[src/rtl/pipeline_processor_param.sv]
// pipeline_processor_param: parametrised 3-stage in-order integer pipeline
// ACCEPT -> EX -> WB with valid/ready, WB->EX bypass, flush, retire count
module pipeline_processor_param #(
  parameter int DATA_W   = 32,
  parameter int NUM_REGS = 8,
  parameter int IMM_W    = 12,
  localparam int REG_AW  = $clog2(NUM_REGS),
  localparam int INSTR_W = 4 + 3 * REG_AW + IMM_W
) (
  input  logic               clk,
  input  logic               reset,
  input  logic               flush,
  input  logic [INSTR_W-1:0] instr,
  input  logic               instr_valid,
  output logic               instr_ready,
  output logic [DATA_W-1:0]  result,
  output logic [REG_AW-1:0]  result_rd,
  output logic               result_valid,
  input  logic               result_ready,
  output logic [31:0]        retire_count,
  output logic               illegal_err
);

  localparam int SH_W = $clog2(DATA_W);

  typedef enum logic [3:0] {
    OP_ADD  = 4'd0,
    OP_SUB  = 4'd1,
    OP_AND  = 4'd2,
    OP_OR   = 4'd3,
    OP_XOR  = 4'd4,
    OP_SLL  = 4'd5,
    OP_SRL  = 4'd6,
    OP_ADDI = 4'd7,
    OP_SLT  = 4'd8,
    OP_NOP  = 4'd9
  } op_e;

  logic               ex_valid_q, ex_valid_d;
  logic [INSTR_W-1:0] ex_instr_q, ex_instr_d;
  logic               wb_valid_q, wb_valid_d;
  logic [DATA_W-1:0]  wb_result_q, wb_result_d;
  logic [REG_AW-1:0]  wb_rd_q, wb_rd_d;
  logic               wb_we_q, wb_we_d;
  logic               wb_ill_q, wb_ill_d;
  logic [31:0]        retire_q, retire_d;
  logic               illegal_q, illegal_d;
  logic [DATA_W-1:0]  regs_q [NUM_REGS];

  logic [3:0]         ex_op;
  logic [REG_AW-1:0]  ex_rd;
  logic [REG_AW-1:0]  ex_rs1;
  logic [REG_AW-1:0]  ex_rs2;
  logic [IMM_W-1:0]   ex_imm;
  logic signed [IMM_W-1:0] imm_s;
  logic [DATA_W-1:0]  imm_sx;
  logic [DATA_W-1:0]  op_a;
  logic [DATA_W-1:0]  op_b;
  logic [DATA_W-1:0]  alu_res;
  logic               alu_we;
  logic               alu_ill;
  logic               fwd_ok;
  logic               advance;
  logic               accept;
  logic               retire;

  assign ex_op  = ex_instr_q[INSTR_W-1 -: 4];
  assign ex_rd  = ex_instr_q[INSTR_W-5 -: REG_AW];
  assign ex_rs1 = ex_instr_q[INSTR_W-5-REG_AW -: REG_AW];
  assign ex_rs2 = ex_instr_q[IMM_W+REG_AW-1 -: REG_AW];
  assign ex_imm = ex_instr_q[IMM_W-1:0];
  assign imm_s  = ex_imm;
  assign imm_sx = DATA_W'(imm_s);

  // A stalled WB blocks the whole pipe; flush also refuses new work
  assign advance     = !wb_valid_q || result_ready;
  assign instr_ready = advance && !flush;
  assign accept      = instr_valid && instr_ready;
  assign retire      = wb_valid_q && result_ready && !flush;

  assign result       = wb_result_q;
  assign result_rd    = wb_rd_q;
  assign result_valid = wb_valid_q;
  assign retire_count = retire_q;
  assign illegal_err  = illegal_q;

  assign fwd_ok = wb_valid_q && wb_we_q;

  // Operand fetch: r0 is hardwired, WB result bypasses the regfile
  always_comb begin
    op_a = '0;
    op_b = '0;
    if (ex_rs1 != '0) op_a = regs_q[ex_rs1];
    if (ex_rs2 != '0) op_b = regs_q[ex_rs2];
    if (fwd_ok && ex_rs1 != '0 && wb_rd_q == ex_rs1) op_a = wb_result_q;
    if (fwd_ok && ex_rs2 != '0 && wb_rd_q == ex_rs2) op_b = wb_result_q;
  end

  // Execute: opcodes 10-15 behave as NOP but are flagged
  always_comb begin
    alu_res = '0;
    alu_we  = 1'b1;
    alu_ill = 1'b0;
    case (ex_op)
      OP_ADD:  alu_res = op_a + op_b;
      OP_SUB:  alu_res = op_a - op_b;
      OP_AND:  alu_res = op_a & op_b;
      OP_OR:   alu_res = op_a | op_b;
      OP_XOR:  alu_res = op_a ^ op_b;
      OP_SLL:  alu_res = op_a << op_b[SH_W-1:0];
      OP_SRL:  alu_res = op_a >> op_b[SH_W-1:0];
      OP_ADDI: alu_res = op_a + imm_sx;
      OP_SLT:  alu_res = {{(DATA_W-1){1'b0}},
                          $signed(op_a) < $signed(op_b)};
      OP_NOP:  alu_we  = 1'b0;
      default: begin
        alu_we  = 1'b0;
        alu_ill = 1'b1;
      end
    endcase
  end

  // Next state of both stages, retire counter and sticky error
  always_comb begin
    ex_valid_d  = ex_valid_q;
    ex_instr_d  = ex_instr_q;
    wb_valid_d  = wb_valid_q;
    wb_result_d = wb_result_q;
    wb_rd_d     = wb_rd_q;
    wb_we_d     = wb_we_q;
    wb_ill_d    = wb_ill_q;
    retire_d    = retire_q;
    illegal_d   = illegal_q;
    if (flush) begin
      ex_valid_d = 1'b0;
      wb_valid_d = 1'b0;
    end else if (advance) begin
      ex_valid_d = accept;
      if (accept) ex_instr_d = instr;
      wb_valid_d = ex_valid_q;
      if (ex_valid_q) begin
        wb_result_d = alu_res;
        wb_rd_d     = ex_rd;
        wb_we_d     = alu_we;
        wb_ill_d    = alu_ill;
      end
    end
    if (retire) begin
      retire_d = retire_q + 32'd1;
      if (wb_ill_q) illegal_d = 1'b1;
    end
  end

  // Pipeline and status registers
  always_ff @(posedge clk or posedge reset) begin
    if (reset) begin
      ex_valid_q  <= 1'b0;
      ex_instr_q  <= '0;
      wb_valid_q  <= 1'b0;
      wb_result_q <= '0;
      wb_rd_q     <= '0;
      wb_we_q     <= 1'b0;
      wb_ill_q    <= 1'b0;
      retire_q    <= '0;
      illegal_q   <= 1'b0;
    end else begin
      ex_valid_q  <= ex_valid_d;
      ex_instr_q  <= ex_instr_d;
      wb_valid_q  <= wb_valid_d;
      wb_result_q <= wb_result_d;
      wb_rd_q     <= wb_rd_d;
      wb_we_q     <= wb_we_d;
      wb_ill_q    <= wb_ill_d;
      retire_q    <= retire_d;
      illegal_q   <= illegal_d;
    end
  end

  // Register file write on retirement; r0 writes are dropped
  always_ff @(posedge clk or posedge reset) begin
    if (reset) begin
      for (int i = 0; i < NUM_REGS; i++) regs_q[i] <= '0;
    end else if (retire && wb_we_q && wb_rd_q != '0) begin
      regs_q[wb_rd_q] <= wb_result_q;
    end
  end

endmodule

[config.mk]
export PLATFORM = sky130hd
export DESIGN_NAME = pipeline_processor_param
export DESIGN_NICKNAME = d
export VERILOG_FILES = /design/src/rtl/pipeline_processor_param.sv
export SDC_FILE = /design/constraint.sdc
export NUM_CORES = 1
export LEC_CHECK = 0
export BUFFER_PORTS_ARGS = -buffer_cell sky130_fd_sc_hd__buf_4
export CORE_UTILIZATION = 40
export DETAILED_ROUTE_END_ITERATION = 16
export PLACE_DENSITY = 0.62
export SLEW_MARGIN = 5
export SYNTH_ARGS = -nofsm -noshare
export SYNTH_HDL_FRONTEND = slang
export SYNTH_SLANG_ARGS = --single-unit
[constraint.sdc]
create_clock -name clk -period 11 [get_ports clk]
set_input_delay 0.55 -clock clk [delete_from_list [all_inputs] [get_ports clk]]
set_output_delay 0.55 -clock clk [all_outputs]
set_load 0.01 [all_outputs]
Word level (Yosys, flattened, before mapping):

Index checks and enable logic that the tools add are counted.
Widths: inputs -> output; s select.

* register bits after elaboration: 353
* input port bits: 30
* logic and storage cells: 91

* add/subtract/negate cells: 4
* magnitude comparators: 5
* eq/ne operators: 11
* shift operators: 2
* mux-type cells: 20
* bitwise logic cells: 7
* reduce and logical (&&, ||, !) cells: 25

Operators by type and width (count)
* $mux 32: 9
* $pmux 32 s9: 1
* $bwmux 256: 1
* $bmux 32 s3: 2
* $demux 32 s3: 1
* $add 32x32->32: 2
* $add 32x1->32 const B: 1
* $and 32x32->32: 1
* $lt 32x32->1: 1
* $or 32x32->32: 1
* $shl 32x5->32: 1
* $shr 32x5->32: 1
* $sub 32x32->32: 1
* $xor 32x32->32: 1
* $eq 4x3->1 const B: 4
* $ge 4x4->1 const B: 3
* $logic_and 1x1->1: 12
* $not 3->4: 3
* $reduce_or 10->1: 1
* $reduce_bool 3->1: 3
* $reduce_or 9->1: 1
* $eq 4x2->1 const B: 2
* $eq 4x4->1 const B: 2
* $eq 3x3->1: 2
* 10 further kinds: 17

Logic depth before layout (Yosys ltp):

* word-level depth: 8
* gate-level depth with buffers: 28
* depth with buffers taken out: 22

Least setup slack after synthesis:

OpenSTA, ideal clock, no wires.

* path type: register to register
* start point: register ex_instr_q[14]
* end point: register wb_result_q[26] (netlist: result[26])
* library setup time: 0.139 ns
* arrival: 5.493 ns
* data required time: 10.861 ns
* setup slack: 5.368 ns
* cell stages (with the launch flop): 25
* path buffers: 6
* period minus slack after synthesis: 5.632 ns
* path through: dfrtp_1 > buf_6 > buf_4 > buf_1 > mux2_2 > a221oi_1 > nor2_1 > mux2i_1 > buf_2 > buf_2 > buf_1 > a21oi_1 > ha_1 > a21o_1 > or4_1 > o2111ai_1 > a211oi_1 > a211o_1 > a21oi_1 > nor2_1 > nor4_1 > nor2_1 > xnor2_1 > nor3_1 > or4_1

* longest elaborated chain between the ends: 8
* elaborated cells on any way between the ends: 18

RTL lines
* from (decl): RTL line 40 `logic [INSTR_W-1:0] ex_instr_q, ex_instr_d;`
* from (signal assigned): RTL line 168 `ex_instr_q <= ex_instr_d;`
* $not 3->4 (not written as such): RTL line 94 `if (ex_rs2 != '0) op_b = regs_q[ex_rs2];`
* $bmux 32 s3: RTL line 94
* $mux 32 (not written as such) (2 in series): RTL line 94
* $mux 32: RTL line 94
* $mux 32 *: RTL line 96 `if (fwd_ok && ex_rs2 != '0 && wb_rd_q == ex_rs2) op_b = wb_result_q;`
* $sub 32x32->32 (tied with other cells): RTL line 106 `OP_SUB: alu_res = op_a - op_b;`
* $pmux 32 s9 *: RTL line 104 `case (ex_op)`
* to (signal assigned): RTL line 170 `wb_result_q <= wb_result_d;`
* to (decl): RTL line 42 `logic [DATA_W-1:0] wb_result_q, wb_result_d;`

Mark *: on every way between the ends. The rest lies on a longest branch, timed or not. The select of a mux whose other input is x is not followed.
A chain may end at the register's enable or synchronous reset.

Worst setup path in the final report:

* start point: register ex_instr_q[13]
* end point: register wb_result_q[26] (netlist: result[26])

The elaborated chain is that of the path after synthesis.

==> flow_summary.ini <==
[critical_path]
worst-endpoint-required_ps = 11450
crit_chain = buf_4 -> o21ba_1 -> o2111ai_4 -> or2_1 -> buf_4 -> o21a_2 -> buf_4 -> ha_1 -> inv_1 -> fa_1 -> nor2b_1 -> o21bai_1 -> nand4_1 -> a311oi_1 -> a22oi_1 -> a311oi_1 -> o21ai_1 -> a221o_1 -> a21oi_2 -> o41ai_1 -> or4_1
reg2reg_to = result[26]
r2r_setup_slack_ps = 3460
worst_path_largest_cell_delay_ps = 660
timing.rr.start = ex_instr_q[13]
worst-setup-path-type = flop to flop
timing.critical_path.mode_cell = sky130_fd_sc_hd__buf_4
worstSetupEndpointType = flop
timing.critical_path.from = ex_instr_q[13]
critPathCapture = result[26]
timing.critical_path.arrival_ps = 7990
worst-path-max-fanout = 45
rr_worst_depth = 21
critical-path-slowest-cell = sky130_fd_sc_hd__dfrtp_1
worstSetupStartpointType = flop

[sta]
hold_vio_cnt_final = 0
timing.hold.ws_ps = 137
slew-limit-headroom_pct = 19.2
slew_violations = 0
period_needed_ps = 7540
max_freq_mhz = 133
finalSetupViolations = 0
totalNegativeSetupSlack_ps = 0
grt_setup_unrepaired = false
tightest_slew_ps = 1210
final_min_period_over_clock_period_pct = 68.6
clock-skew-final_ps = 34.5

[floorplanning]
floorplan.die.height_um = 251
die-area_um2 = 62800
die_w_um = 251
floorplan.initialDensity_pct = 40.8
core_um2 = 60700
io_pins = 100
num_rows = 90

[grt]
grt_pass1_vias = 21100
global_route_total_usage_across_every_layer_pct = 28.8
antenna_found_initial = 0
first_pass_grt_wire_length_um = 138000
pin_count_of_the_biggest_net_entering_global_routing = 120
overflow = 0

[pwr]
vdd_drop_max_mv = 0.133
power_density_nw_per_um2 = 184
power_share_of_the_clock_group_pct = 26.7
internal_power_mw = 2.86
power.share.switching_pct = 42.9
combinational_share_of_power_pct = 43.5
net-switching-power_mw = 2.15
power.share.sequential_pct = 29.8
power.static_leakage_nw = 12.6
totalPowerFinal_mw = 5.01

[synth]
synth_cells = 2573
top_count_cell_post_synth = sky130_fd_sc_hd__mux2_2
synth-seq-cells = 321
synth_top_area_share_pct = 32.5
synth_warnings = 0
synth_area_per_cell_um2 = 9.61
synth.top_cells.by_count = sky130_fd_sc_hd__mux2_2 (331), sky130_fd_sc_hd__dfrtp_1 (321), sky130_fd_sc_hd__nand2_1 (207)
synthesis.nets = 2729
synthArstFlopShare_pct = 100
synth_seq_area_share_pct = 32.5
syn_area_um2 = 24700
yosysTopAreaCell = sky130_fd_sc_hd__dfrtp_1
dominantRegCellSynth = sky130_fd_sc_hd__dfrtp_1
post_synth_num_cell_types = 85
netlist_top_cells_area = sky130_fd_sc_hd__dfrtp_1 (32%), sky130_fd_sc_hd__mux2_2 (15%), sky130_fd_sc_hd__ha_1 (6.3%)
synth_edf_count = 0

[clocking]
cts_hold_repair.buffers = 0
library_cell_used_as_clock_root_buffer = sky130_fd_sc_hd__clkbuf_16
insertion_delay_ps = 580
path_clk_slew_ps = 70
cts_max_level = 2
post_cts_setup_buffer_count = 0
clock_sink_count = 321
cts_buffers = 39
clk_path_buf_depth = 3
cts_tree = done
cts_repair_resize_count = 0

[routing]
dr.first_iter.drc_count = 2199
num_vias = 21700
drt_wl_total_um = 92300
drt_pre_antenna_iters = 6
ant_nets = 0
routedWlPerCell_um = 27.4
route.detailed.vias_per_inst = 6.44
drc = 0

[cells_and_area]
area_growth_synth_to_finish_pct = 10.4
final_net_count = 2715
drive_above_1_share_pct = 23.8
n_antenna_cell = 0

[run]
drv.max_cap_violation_count = 0

[placement]
gp_congestion = 1.03
port_buffers = 99
dp.final_hpwl_um = 65900

[run_status]
outcome = completed

[min_path]
min_path_type = input pin to async pin
-- state kept, by name, indices dropped and copies added, names as in the netlist --
signal,count
result_rd,3
illegal_err,1
retire_count,32
ex_valid_q,1
wb_we_q,1
wb_ill_q,1
result,32
result_valid,1
ex_instr_q,25
regs_q,224
-- worst min path at each step --
stage,startpoint,to,slack [ps],cells after the start
after floorplan,wb_we_q,wb_we_q,440,2
after detailed placement,wb_we_q,wb_we_q,460,2
after global routing,flush,result_valid,170,2
final,reset,regs_q[142],140,2
after CTS,flush,result_valid,150,2
after global placement,wb_we_q,wb_we_q,450,2
-- cells by family after synthesis --
| kind of cell | synth area share (%) |
|---|---|
| DFF | 32.5 |
| xor gates and xnor gates | 3.08 |
| AOI/OAI and AO/OA | 18.9 |
| buffers and inverters | 5.10 |
| adders and majority gates | 6.43 |
| and+or+nand+nor | 9.85 |
| muxes | 24.1 |
-- layout by cell type, fill, tap and decap left out, drive strengths merged, types with 29 or more instances in the layout --
master and instances:
mux2 338, dfrtp 321, nand2 207, nor2 162
o21ai 160, buf 148, mux2i 148, a21oi 140
ha 124, a221oi 111, inv 95, xnor2 58
clkbuf 54, nand3 42, o211ai 38, nor3 36
mux4 30, xor2 29
-- per-layer routing --
layer	vias to the layer above	global-route usage, %	routed length [µm]
met3	214	4.66	7130
met4	0	12.0	3940
met1	10900	38.7	39100
li1	9538	-	-
met2	1033	46.0	42100
met5	-	0	0
-- critical path, delay by kind of cell, from the launching register on --
kind / cells / cell delay, ps
compound gates: 11 / 3020
fa+ha+maj: 2 / 750
buf+inv: 4 / 1410
flops: 1 / 660
simple gates: 4 / 1520
-- power groups by stage --
stage / Combinational [mW] / Sequential, mW / Clock (mW)
after global routing: 2.32 / 1.51 / 1.41
after detailed placement: 2.12 / 1.51 / 0
after global placement: 2.12 / 1.50 / 0
after floorplan: 1.53 / 1.36 / 0
final: 2.18 / 1.50 / 1.34
after CTS: 2.13 / 1.49 / 1.37
-- metrics by stage --
stage	area, µm²	utilization [%]	setup slack (ps)	std cells
3_5_place_dp	26000	42.8	3670	3300
3_3_place_gp	26000	42.8	3740	3300
2_1_floorplan	24700	-	1570	2573
6_report	27300	45.0	3460	3368
4_1_cts	27300	45.0	3630	3368
5_1_grt	27300	45.0	3120	3368
-- cell type report --
type / instances / area [µm²]
timing repair buffer: 148 / 1110
tap: 782 / 978
sequential: 321 / 8040
clock inverter: 14 / 188
fill: 5767 / 33400
clock buffer: 54 / 1120
multi-input combinational: 1955 / 15500
inverter: 94 / 363
Power figures use the tool's default switching activity.
